[config.mk]
export PLATFORM = sky130hd
export DESIGN_NAME = dmem_arbiter_flat
export DESIGN_NICKNAME = d
export VERILOG_FILES = /design/src/rtl/dmem_pkg.sv /design/src/rtl/dmem_arbiter_if.sv /design/src/rtl/dmem_lane_align.sv /design/src/rtl/dmem_arbiter.sv /design/src/flat_wrapper.sv
export SDC_FILE = /design/constraint.sdc
export NUM_CORES = 1
export LEC_CHECK = 0
export ABC_AREA = 1
export CAP_MARGIN = 20
export CORE_MARGIN = 4
export CORE_UTILIZATION = 46
export CTS_CLUSTER_DIAMETER = 60
export DETAILED_ROUTE_END_ITERATION = 12
export PLACE_DENSITY = 0.88
export SYNTH_ARGS = -nofsm -noshare
export SYNTH_HDL_FRONTEND = slang
export SYNTH_SLANG_ARGS = --single-unit
[constraint.sdc]
create_clock -name clk_i -period 14 [get_ports clk_i]
set_clock_uncertainty 0.1 [all_clocks]
set_input_delay 2.1 -clock clk_i [delete_from_list [all_inputs] [get_ports clk_i]]
set_output_delay 2.1 -clock clk_i [all_outputs]
set_load 0.01 [all_outputs]
[src/rtl/dmem_pkg.sv]
// dmem_pkg: shared types and constants for the data-memory arbiter.
// Contents: NUM_PORTS, access size encoding (size_e), arbiter FSM states (state_e).
package dmem_pkg;
    localparam int NUM_PORTS = 2;
    typedef enum logic [1:0] {
        SZ_BYTE = 2'b00,
        SZ_HALF = 2'b01,
        SZ_WORD = 2'b10,
        SZ_RSVD = 2'b11
    } size_e;
    typedef enum logic [1:0] {
        IDLE   = 2'b00,
        ACCESS = 2'b01,
        RESP   = 2'b10
    } state_e;
endpackage

[src/rtl/dmem_arbiter_if.sv]
// dmem_arbiter_if: bundle of both requester ports, both response ports and the memory port.
// Ports: reqN_* (request handshake + payload), rspN_* (completion), mem_* (byte-enabled memory).
// Modports: slave = arbiter side, master = requesters/memory side.
interface dmem_arbiter_if #(
    parameter int ADDR_WIDTH = 32,
    parameter int DATA_WIDTH = 32
);
    logic                  req0_valid_i, req0_ready_o, req0_we_i;
    logic [1:0]            req0_size_i;
    logic [ADDR_WIDTH-1:0] req0_addr_i;
    logic [DATA_WIDTH-1:0] req0_wdata_i;
    logic                  req1_valid_i, req1_ready_o, req1_we_i;
    logic [1:0]            req1_size_i;
    logic [ADDR_WIDTH-1:0] req1_addr_i;
    logic [DATA_WIDTH-1:0] req1_wdata_i;
    logic                  rsp0_valid_o, rsp0_err_o;
    logic [DATA_WIDTH-1:0] rsp0_rdata_o;
    logic                  rsp1_valid_o, rsp1_err_o;
    logic [DATA_WIDTH-1:0] rsp1_rdata_o;
    logic                  mem_we_o;
    logic [3:0]            mem_be_o;
    logic [ADDR_WIDTH-1:0] mem_addr_o;
    logic [DATA_WIDTH-1:0] mem_wdata_o, mem_rdata_i;

    modport slave (
        input  req0_valid_i, req0_we_i, req0_size_i, req0_addr_i, req0_wdata_i,
        input  req1_valid_i, req1_we_i, req1_size_i, req1_addr_i, req1_wdata_i,
        output req0_ready_o, req1_ready_o,
        output rsp0_valid_o, rsp0_err_o, rsp0_rdata_o,
        output rsp1_valid_o, rsp1_err_o, rsp1_rdata_o,
        output mem_we_o, mem_be_o, mem_addr_o, mem_wdata_o,
        input  mem_rdata_i
    );

    modport master (
        output req0_valid_i, req0_we_i, req0_size_i, req0_addr_i, req0_wdata_i,
        output req1_valid_i, req1_we_i, req1_size_i, req1_addr_i, req1_wdata_i,
        input  req0_ready_o, req1_ready_o,
        input  rsp0_valid_o, rsp0_err_o, rsp0_rdata_o,
        input  rsp1_valid_o, rsp1_err_o, rsp1_rdata_o,
        input  mem_we_o, mem_be_o, mem_addr_o, mem_wdata_o,
        output mem_rdata_i
    );
endinterface

[src/rtl/dmem_lane_align.sv]
// dmem_lane_align: combinational byte-lane steering for one access.
// Ports: size_i/offs_i (access size, addr[1:0]), wdata_i (right-justified store data),
// rdata_i (raw memory word), be_o (byte enables), wdata_o (lane-shifted store data),
// rdata_o (right-justified, zero-extended load data), err_o (reserved size or misaligned).
module dmem_lane_align
    import dmem_pkg::*;
#(
    parameter int DATA_WIDTH = 32
) (
    input  size_e                 size_i,
    input  logic [1:0]            offs_i,
    input  logic [DATA_WIDTH-1:0] wdata_i,
    input  logic [DATA_WIDTH-1:0] rdata_i,
    output logic [3:0]            be_o,
    output logic [DATA_WIDTH-1:0] wdata_o,
    output logic [DATA_WIDTH-1:0] rdata_o,
    output logic                  err_o
);
    logic [3:0]            mask;
    logic [DATA_WIDTH-1:0] dmask;
    logic [4:0]            sh;

    always_comb begin
        mask    = size_i == SZ_BYTE ? 4'b0001 : size_i == SZ_HALF ? 4'b0011 :
                  size_i == SZ_WORD ? 4'b1111 : 4'b0000;
        dmask   = size_i == SZ_BYTE ? DATA_WIDTH'(8'hFF) :
                  size_i == SZ_HALF ? DATA_WIDTH'(16'hFFFF) : '1;
        err_o   = size_i == SZ_RSVD || (size_i == SZ_HALF && offs_i[0]) ||
                  (size_i == SZ_WORD && offs_i != 2'b00);
        sh      = {offs_i, 3'b000};
        be_o    = err_o ? 4'b0000 : mask << offs_i;
        // Upper store bits are masked so unused lanes never carry stale requester data.
        wdata_o = (wdata_i & dmask) << sh;
        rdata_o = err_o ? '0 : (rdata_i >> sh) & dmask;
    end
endmodule

[src/rtl/dmem_arbiter.sv]
// dmem_arbiter: two-requester arbiter in front of a single combinational-read data memory.
// Ports: clk_i, rst_i (async, active-high), bus (dmem_arbiter_if.slave: requests, responses, memory).
// Each accepted request runs IDLE -> ACCESS -> RESP (response at accept cycle + 2).
// Build option: DMEM_ARB_RR_EN selects round-robin arbitration; otherwise port 0 has fixed priority.
module dmem_arbiter
    import dmem_pkg::*;
#(
    parameter int ADDR_WIDTH = 32,
    parameter int DATA_WIDTH = 32
) (
    input logic           clk_i,
    input logic           rst_i,
    dmem_arbiter_if.slave bus
);
    state_e                 state_q;
    logic                   sel_q, we_q, err_q;
    size_e                  size_q;
    logic [ADDR_WIDTH-1:0]  addr_q;
    logic [DATA_WIDTH-1:0]  wdata_q, rdata_q;
    logic [NUM_PORTS-1:0]   rsp_q, gnt;
    logic [3:0]             be;
    logic [DATA_WIDTH-1:0]  wsh, rext;
    logic                   err, idle, acc;

    // Reset gates the grant so ready is low for the whole reset pulse.
    assign idle = state_q == IDLE && !rst_i;
    assign acc  = state_q == ACCESS;

`ifdef DMEM_ARB_RR_EN
    logic last_q;
    assign gnt[0] = idle && bus.req0_valid_i && (!bus.req1_valid_i || last_q);
    assign gnt[1] = idle && bus.req1_valid_i && (!bus.req0_valid_i || !last_q);
`else
    assign gnt[0] = idle && bus.req0_valid_i;
    assign gnt[1] = idle && bus.req1_valid_i && !bus.req0_valid_i;
`endif

    dmem_lane_align #(.DATA_WIDTH(DATA_WIDTH)) u_align (
        .size_i  (size_q),
        .offs_i  (addr_q[1:0]),
        .wdata_i (wdata_q),
        .rdata_i (bus.mem_rdata_i),
        .be_o    (be),
        .wdata_o (wsh),
        .rdata_o (rext),
        .err_o   (err)
    );

    assign bus.req0_ready_o = gnt[0];
    assign bus.req1_ready_o = gnt[1];
    assign bus.mem_we_o     = acc && we_q && !err;
    assign bus.mem_be_o     = acc ? be : 4'b0000;
    assign bus.mem_addr_o   = acc ? {addr_q[ADDR_WIDTH-1:2], 2'b00} : '0;
    assign bus.mem_wdata_o  = acc && we_q ? wsh : '0;
    assign bus.rsp0_valid_o = rsp_q[0];
    assign bus.rsp0_err_o   = rsp_q[0] && err_q;
    assign bus.rsp0_rdata_o = rsp_q[0] ? rdata_q : '0;
    assign bus.rsp1_valid_o = rsp_q[1];
    assign bus.rsp1_err_o   = rsp_q[1] && err_q;
    assign bus.rsp1_rdata_o = rsp_q[1] ? rdata_q : '0;

    always_ff @(posedge clk_i or posedge rst_i) begin
        if (rst_i) begin
            state_q <= IDLE;
            sel_q   <= 1'b0;
            we_q    <= 1'b0;
            size_q  <= SZ_BYTE;
            addr_q  <= '0;
            wdata_q <= '0;
            rdata_q <= '0;
            err_q   <= 1'b0;
            rsp_q   <= '0;
`ifdef DMEM_ARB_RR_EN
            last_q  <= 1'b1;
`endif
        end else begin
            case (state_q)
                IDLE: if (|gnt) begin
                    sel_q   <= gnt[1];
                    we_q    <= gnt[1] ? bus.req1_we_i : bus.req0_we_i;
                    size_q  <= size_e'(gnt[1] ? bus.req1_size_i : bus.req0_size_i);
                    addr_q  <= gnt[1] ? bus.req1_addr_i : bus.req0_addr_i;
                    wdata_q <= gnt[1] ? bus.req1_wdata_i : bus.req0_wdata_i;
                    state_q <= ACCESS;
`ifdef DMEM_ARB_RR_EN
                    last_q  <= gnt[1];
`endif
                end
                ACCESS: begin
                    rdata_q <= we_q ? '0 : rext;
                    err_q   <= err;
                    rsp_q   <= sel_q ? 2'b10 : 2'b01;
                    state_q <= RESP;
                end
                default: begin
                    rdata_q <= '0;
                    err_q   <= 1'b0;
                    rsp_q   <= '0;
                    state_q <= IDLE;
                end
            endcase
        end
    end
endmodule

[src/flat_wrapper.sv]
// flat-port wrapper written by rule: the top's interface ports become plain ports
module dmem_arbiter_flat import dmem_pkg::*;
#(
    parameter int ADDR_WIDTH = 32,
    parameter int DATA_WIDTH = 32
)
  (clk_i, rst_i, bus_req0_valid_i, bus_req0_we_i, bus_req0_size_i, bus_req0_addr_i, bus_req0_wdata_i, bus_req1_valid_i, bus_req1_we_i, bus_req1_size_i, bus_req1_addr_i, bus_req1_wdata_i, bus_req0_ready_o, bus_req1_ready_o, bus_rsp0_valid_o, bus_rsp0_err_o, bus_rsp0_rdata_o, bus_rsp1_valid_o, bus_rsp1_err_o, bus_rsp1_rdata_o, bus_mem_we_o, bus_mem_be_o, bus_mem_addr_o, bus_mem_wdata_o, bus_mem_rdata_i);
  dmem_arbiter_if #(.ADDR_WIDTH(ADDR_WIDTH), .DATA_WIDTH(DATA_WIDTH)) bus_i ();
  input logic clk_i;
  input logic rst_i;
  input wire logic [$bits(bus_i.req0_valid_i)-1:0] bus_req0_valid_i;
  input wire logic [$bits(bus_i.req0_we_i)-1:0] bus_req0_we_i;
  input wire logic [$bits(bus_i.req0_size_i)-1:0] bus_req0_size_i;
  input wire logic [$bits(bus_i.req0_addr_i)-1:0] bus_req0_addr_i;
  input wire logic [$bits(bus_i.req0_wdata_i)-1:0] bus_req0_wdata_i;
  input wire logic [$bits(bus_i.req1_valid_i)-1:0] bus_req1_valid_i;
  input wire logic [$bits(bus_i.req1_we_i)-1:0] bus_req1_we_i;
  input wire logic [$bits(bus_i.req1_size_i)-1:0] bus_req1_size_i;
  input wire logic [$bits(bus_i.req1_addr_i)-1:0] bus_req1_addr_i;
  input wire logic [$bits(bus_i.req1_wdata_i)-1:0] bus_req1_wdata_i;
  output wire logic [$bits(bus_i.req0_ready_o)-1:0] bus_req0_ready_o;
  output wire logic [$bits(bus_i.req1_ready_o)-1:0] bus_req1_ready_o;
  output wire logic [$bits(bus_i.rsp0_valid_o)-1:0] bus_rsp0_valid_o;
  output wire logic [$bits(bus_i.rsp0_err_o)-1:0] bus_rsp0_err_o;
  output wire logic [$bits(bus_i.rsp0_rdata_o)-1:0] bus_rsp0_rdata_o;
  output wire logic [$bits(bus_i.rsp1_valid_o)-1:0] bus_rsp1_valid_o;
  output wire logic [$bits(bus_i.rsp1_err_o)-1:0] bus_rsp1_err_o;
  output wire logic [$bits(bus_i.rsp1_rdata_o)-1:0] bus_rsp1_rdata_o;
  output wire logic [$bits(bus_i.mem_we_o)-1:0] bus_mem_we_o;
  output wire logic [$bits(bus_i.mem_be_o)-1:0] bus_mem_be_o;
  output wire logic [$bits(bus_i.mem_addr_o)-1:0] bus_mem_addr_o;
  output wire logic [$bits(bus_i.mem_wdata_o)-1:0] bus_mem_wdata_o;
  input wire logic [$bits(bus_i.mem_rdata_i)-1:0] bus_mem_rdata_i;
  assign bus_i.req0_valid_i = bus_req0_valid_i;
  assign bus_i.req0_we_i = bus_req0_we_i;
  assign bus_i.req0_size_i = bus_req0_size_i;
  assign bus_i.req0_addr_i = bus_req0_addr_i;
  assign bus_i.req0_wdata_i = bus_req0_wdata_i;
  assign bus_i.req1_valid_i = bus_req1_valid_i;
  assign bus_i.req1_we_i = bus_req1_we_i;
  assign bus_i.req1_size_i = bus_req1_size_i;
  assign bus_i.req1_addr_i = bus_req1_addr_i;
  assign bus_i.req1_wdata_i = bus_req1_wdata_i;
  assign bus_req0_ready_o = bus_i.req0_ready_o;
  assign bus_req1_ready_o = bus_i.req1_ready_o;
  assign bus_rsp0_valid_o = bus_i.rsp0_valid_o;
  assign bus_rsp0_err_o = bus_i.rsp0_err_o;
  assign bus_rsp0_rdata_o = bus_i.rsp0_rdata_o;
  assign bus_rsp1_valid_o = bus_i.rsp1_valid_o;
  assign bus_rsp1_err_o = bus_i.rsp1_err_o;
  assign bus_rsp1_rdata_o = bus_i.rsp1_rdata_o;
  assign bus_mem_we_o = bus_i.mem_we_o;
  assign bus_mem_be_o = bus_i.mem_be_o;
  assign bus_mem_addr_o = bus_i.mem_addr_o;
  assign bus_mem_wdata_o = bus_i.mem_wdata_o;
  assign bus_i.mem_rdata_i = bus_mem_rdata_i;
  dmem_arbiter #(.ADDR_WIDTH(ADDR_WIDTH), .DATA_WIDTH(DATA_WIDTH)) u_core (.clk_i(clk_i), .rst_i(rst_i), .bus(bus_i));
endmodule
### After elaboration in Yosys (flattened, before gate mapping)

Index checks and enable logic that the tools add are counted.

* register bits after elaboration: 105
* output and inout bits: 139

* eq/ne operators: 5
* shift operators: 3
* multiplexer cells: 23
* bitwise operators: 2
* reductions and logical operators: 20

Operators with widths (number)
* two-way mux 32 bit: 10
* bitwise AND 32 bit: 2
* one-hot mux 32 bit (2 select lines): 1
* << shifter 32 x 5 -> 32 bit: 1
* right shift 32 x 5 -> 32 bit: 1
* two-way mux 4 bit: 5
* logical AND 1 bit: 10
* one-hot mux 2 bit (2 select lines): 2
* two-way mux 2 bit: 3
* equality test 2 x 1 -> 1 bit, second input constant: 2
* equality test 2 bit, second input constant: 2
* zero test 2 bit: 2
* << shifter 4 x 2 -> 4 bit: 1
* zero test 1 bit: 3
* logical OR 1 bit: 2
* != test 2 bit, second input constant: 1
* one-hot mux 1 bit (2 select lines): 1
* AND reduction 2 bit: 1
* nonzero test 2 bit: 1
* OR reduction 2 bit: 1
* two-way mux 1 bit: 1

### Longest topological paths before layout

* depth in word-level cells: 7
* mapped depth: 9
* depth with buffers taken out: 7

### Hierarchy

A second synthesis with hierarchy kept.

* cells, all modules: 1170
* area, all modules: 7113.1 sq um

Modules (own cells, without submodules)
* dmem_arbiter: times used 1, cells an instance 808, area an instance 5539.1 sq um, sequential area each 2627.5 sq um
* dmem_lane_align: times used 1, cells an instance 362, area an instance 1574.0 sq um, sequential area each 0.0 sq um

### Worst setup path after synthesis

Ideal clock, no wire load.

* path kind: input-to-output
* start point: input port rst_i
* end point: output port bus_req0_ready_o
* data arrival time: 5.256 ns
* data required time: 11.800 ns
* setup slack: 6.544 ns
* cell stages on the path: 4
* cells stage by stage: inv_1 nand3_2 inv_2 clkbuf_1

* word-level cells in the longest chain between the ends: 3

Ends and longest elaborated chain
* from (decl): RTL line flat_wrapper.sv:10 `input logic rst_i;`
* zero test 1 bit: RTL line dmem_arbiter.sv:26 `assign idle = state_q == IDLE && !rst_i;`
* logical AND 1 bit: RTL line dmem_arbiter.sv:26
* logical AND 1 bit: RTL line dmem_arbiter.sv:34 `assign gnt[0] = idle && bus.req0_valid_i;`
* to (decl): RTL line flat_wrapper.sv:21 `output wire logic [$bits(bus_i.req0_ready_o)-1:0] bus_req0_ready_o;`

Every way passes these cells.

### Worst setup path after layout

* start point: input port bus_req0_valid_i
* end point: output port bus_req0_ready_o

* word-level cells in the longest chain between the ends: 1

Ends and longest elaborated chain
* from (decl): RTL line flat_wrapper.sv:11 `input wire logic [$bits(bus_i.req0_valid_i)-1:0] bus_req0_valid_i;`
* logical AND 1 bit: RTL line dmem_arbiter.sv:34

Every way passes these cells.

==> flow_metrics.tcl <==
set metrics [dict create \
    synth_compound_area_frac 0.0494 \
    viasPerCell 5.22 \
    routed_wl_um 25000 \
    grt.total_usage 0.296 \
    hp-class "register to register" \
    io_pins 309 \
    grt_max_degree 70 \
    dr.pass1.iters 6 \
    syn_area_per_cell_sq_um 6.30 \
    period_share 0.448 \
    grt_pass1_wl_um 38600 \
    cts_buffer_depth 2 \
    dpl.hpwl_um 17900 \
    cts_hold_buf 0 \
    postCtsResizedCells 0 \
    stdcell_area_sq_mm 0.0102 \
    relSlewSlack 0.310 \
    synth_area_leaders "dfrtp_1 (39%), nand2_1 (24%), nand3_1 (13%), inv_1 (7.7%), o21ai_0 (3.5%)" \
    post_cts_buffers 0 \
    drive_above_1_share 0.0346 \
    irDropWorstVdd_mv 0.0662 \
    place_ws_ps 7310 \
    antenna_cells 0 \
    crit_path_end_kind "primary output" \
    setup_viol 0 \
    wire_per_inst_um 16.6 \
    critPathRequiredTime_ps 11800 \
    fp.dieH_um 129 \
    areaGrowthSynthToFinish_pct 51.9 \
    period_minus_slack_ps 6270 \
    startpoint_type "input pin" \
    syn-cell-area_sq_mm 0.00669 \
    drcViolationCount 0 \
    synth_mux_area_frac 0 \
    antenna_found_initial 0 \
    setup_tns_ps 0 \
    fin_ws_ps 7730 \
    power_leakage_nw 5.16 \
    ys_seq_elements 105 \
    ys_seq_area_frac 0.393 \
    worst_pin_slew_ps 1030 \
    path_cells "clkdlybuf4s50_1 > nand3_2 > inv_2 > buf_12 > clkdlybuf4s50_1" \
    synth_top_family_by_area "simple AND/OR/NAND/NOR gates" \
    p_seq_frac 0.362 \
    yosys_warnings 0 \
    crit_top_cell "clkdlybuf4s50_1" \
    gp_congestion 0.876 \
    crit_type "input pin to primary output" \
    yosys.area.top_type_share 0.393 \
    numClockSinks 105 \
    synthCells 1062 \
    p_sw_frac 0.381 \
    status "complete, no violations" \
    fillCellCount 1128 \
    crit_fanout 55 \
    place_area_sq_mm 0.00975 \
    powerDensity_mw_per_mm2 119 \
    synthAdderAreaFrac 0.00935 \
    die_w_um 129 \
    h-tree-depth 3 \
    synthSimpleGateAreaFrac 0.420 \
    slew_violations 0 \
    clkTransAtPathRegs_ps 70 \
    placementRows 43 \
    tritoncts "done" \
    coreArea_sq_mm 0.0140 \
    globalRouteOverflowTotal 0 \
    dieArea_sq_mm 0.0165 \
    start_util 0.476 \
    crit_path_top_delay_cell "clkdlybuf4s50_1" \
    first_global_vias 7598 \
    hold_viol 0 \
    synthXorXnorAreaFrac 0 \
    numPortBuffers 306 \
    root_buffer "clkbuf_16" \
    internal-power_w 0.000752 \
    first_iter_violations 752 \
    synth_cell_types 23 \
    final_util 0.724 \
    critical-path-max-stage-delay_ps 670 \
    cp.arrival_ps 4070 \
    ant_nets 0 \
    grt_setup_unrepaired "no" \
    yosysTopAreaCell "dfrtp_1" \
    clkPwrFrac 0.246 \
    fmax_mhz 159 \
    insertion_delay_ps 350 \
    fin_nets 1499 \
    power_frac_comb 0.392 \
    vias 7878 \
    p_sw_w 0.000462 \
    cts_buffers 9 \
    drv_cap 0 \
]
cells in the mapped netlist:
master / instances
nand3_1: 168
inv_2: 4
nor2_4: 3
nor3_2: 1
nor3_1: 1
buf_4: 8
ha_1: 5
clkbuf_1: 38
nor4_1: 1
nand3_2: 2
buf_1: 1
nand4_1: 8
a21oi_1: 17
o21ai_0: 47
buf_2: 23
dfrtp_1: 105
nor2_2: 2
nor2_1: 60
conb_1: 1
inv_1: 138
o21ai_1: 2
nand2_2: 2
nand2_1: 425
final timing paths:
kind | from | to | slack [ps] | cells past startpoint
worst max-delay path | bus_req0_valid_i | bus_req0_ready_o | 7730 | 5
worst min register to register | u_core.sel_q | u_core.rsp_q[0] | 390 | 1
min in group asynchronous | rst_i | u_core.addr_q[5] | 2260 | 3
worst max register to register | u_core.state_q[1] | u_core.addr_q[29] | 11520 | 7
worst min-delay path | u_core.sel_q | u_core.rsp_q[0] | 390 | 1
max in group asynchronous | rst_i | u_core.addr_q[0] | 10300 | 4
cells by family (layout without fill, tap and decap cells):
group | after synthesis | after routing
other | 1 | 2
buffers and inverters | 212 | 478
and+or+nand+nor | 673 | 673
AOI/OAI and AO/OA | 66 | 66
adders and majority gates | 5 | 5
DFF | 105 | 105
layout make-up:
| type | count | area, sq um | area share |
|---|---|---|---|
| Multi-Input combinational cell | 746 | 3220 | 0.317 |
| Timing Repair Buffer | 320 | 3210 | 0.316 |
| Sequential cell | 105 | 2630 | 0.259 |
| Inverter | 142 | 536 | 0.0527 |
| Clock buffer | 11 | 243 | 0.0239 |
| Tap cell | 180 | 225 | 0.0222 |
| Clock inverter | 5 | 103 | 0.0101 |
power by group through the flow:
stage	clock, W	sequential (W)	combinational (W)
finish	0.000298	0.000440	0.000475
global placement	0	0.000454	0.000438
floorplan	0	0.000416	0.000297
global route	0.000310	0.000448	0.000530
CTS	0.000301	0.000452	0.000450
detailed placement	0	0.000457	0.000446
sequential cells by signal (all words and copies together) (netlist names):
name	count
u_core.state_q	2
u_core.rsp_q	2
u_core.size_q	2
u_core.we_q	1
u_core.sel_q	1
u_core.err_q	1
u_core.addr_q	32
u_core.wdata_q	32
u_core.rdata_q	32
metrics by stage:
| step | std cells | hold WS, ps | total power [W] |
|---|---|---|---|
| 2_1_floorplan | 1063 | 340 | 0.000714 |
| 3_3_place_gp | 1490 | 347 | 0.000892 |
| 3_5_place_dp | 1490 | 368 | 0.000903 |
| 4_1_cts | 1506 | 397 | 0.00120 |
| 5_1_grt | 1509 | 435 | 0.00129 |
| 6_report | 1509 | 394 | 0.00121 |
critical path: cells and delay by family:
kind	cells	cell delay (ps)
buffers and inverters	4	1810
and+or+nand+nor	1	130
metal layers:
metal  GRT usage  vias up  wire (um)  part of all wire
li1            -     3779          -                 -
met1       0.342     3602       9120              0.37
met2       0.498      413      12000              0.48
met3      0.0797       84       2490              0.10
met4       0.162        0       1350             0.054
met5           0        -          0                 0
placed cells by master, fill, tap and decap left out, types with 2 or more instances in the layout:
master,n
a21oi_1,17
buf_4,11
bufinv_16,3
clkbuf_16,9
clkdlybuf4s50_1,306
conb_1,2
dfrtp_1,104
ha_1,5
inv_1,137
inv_2,4
nand2_1,425
nand2_2,2
nand3_1,168
nand3_2,2
nand4_1,8
nor2_1,59
nor2_2,2
nor2_4,4
o21ai_0,47
o21ai_1,2
No activity file was read; power rests on OpenSTA's default activity.
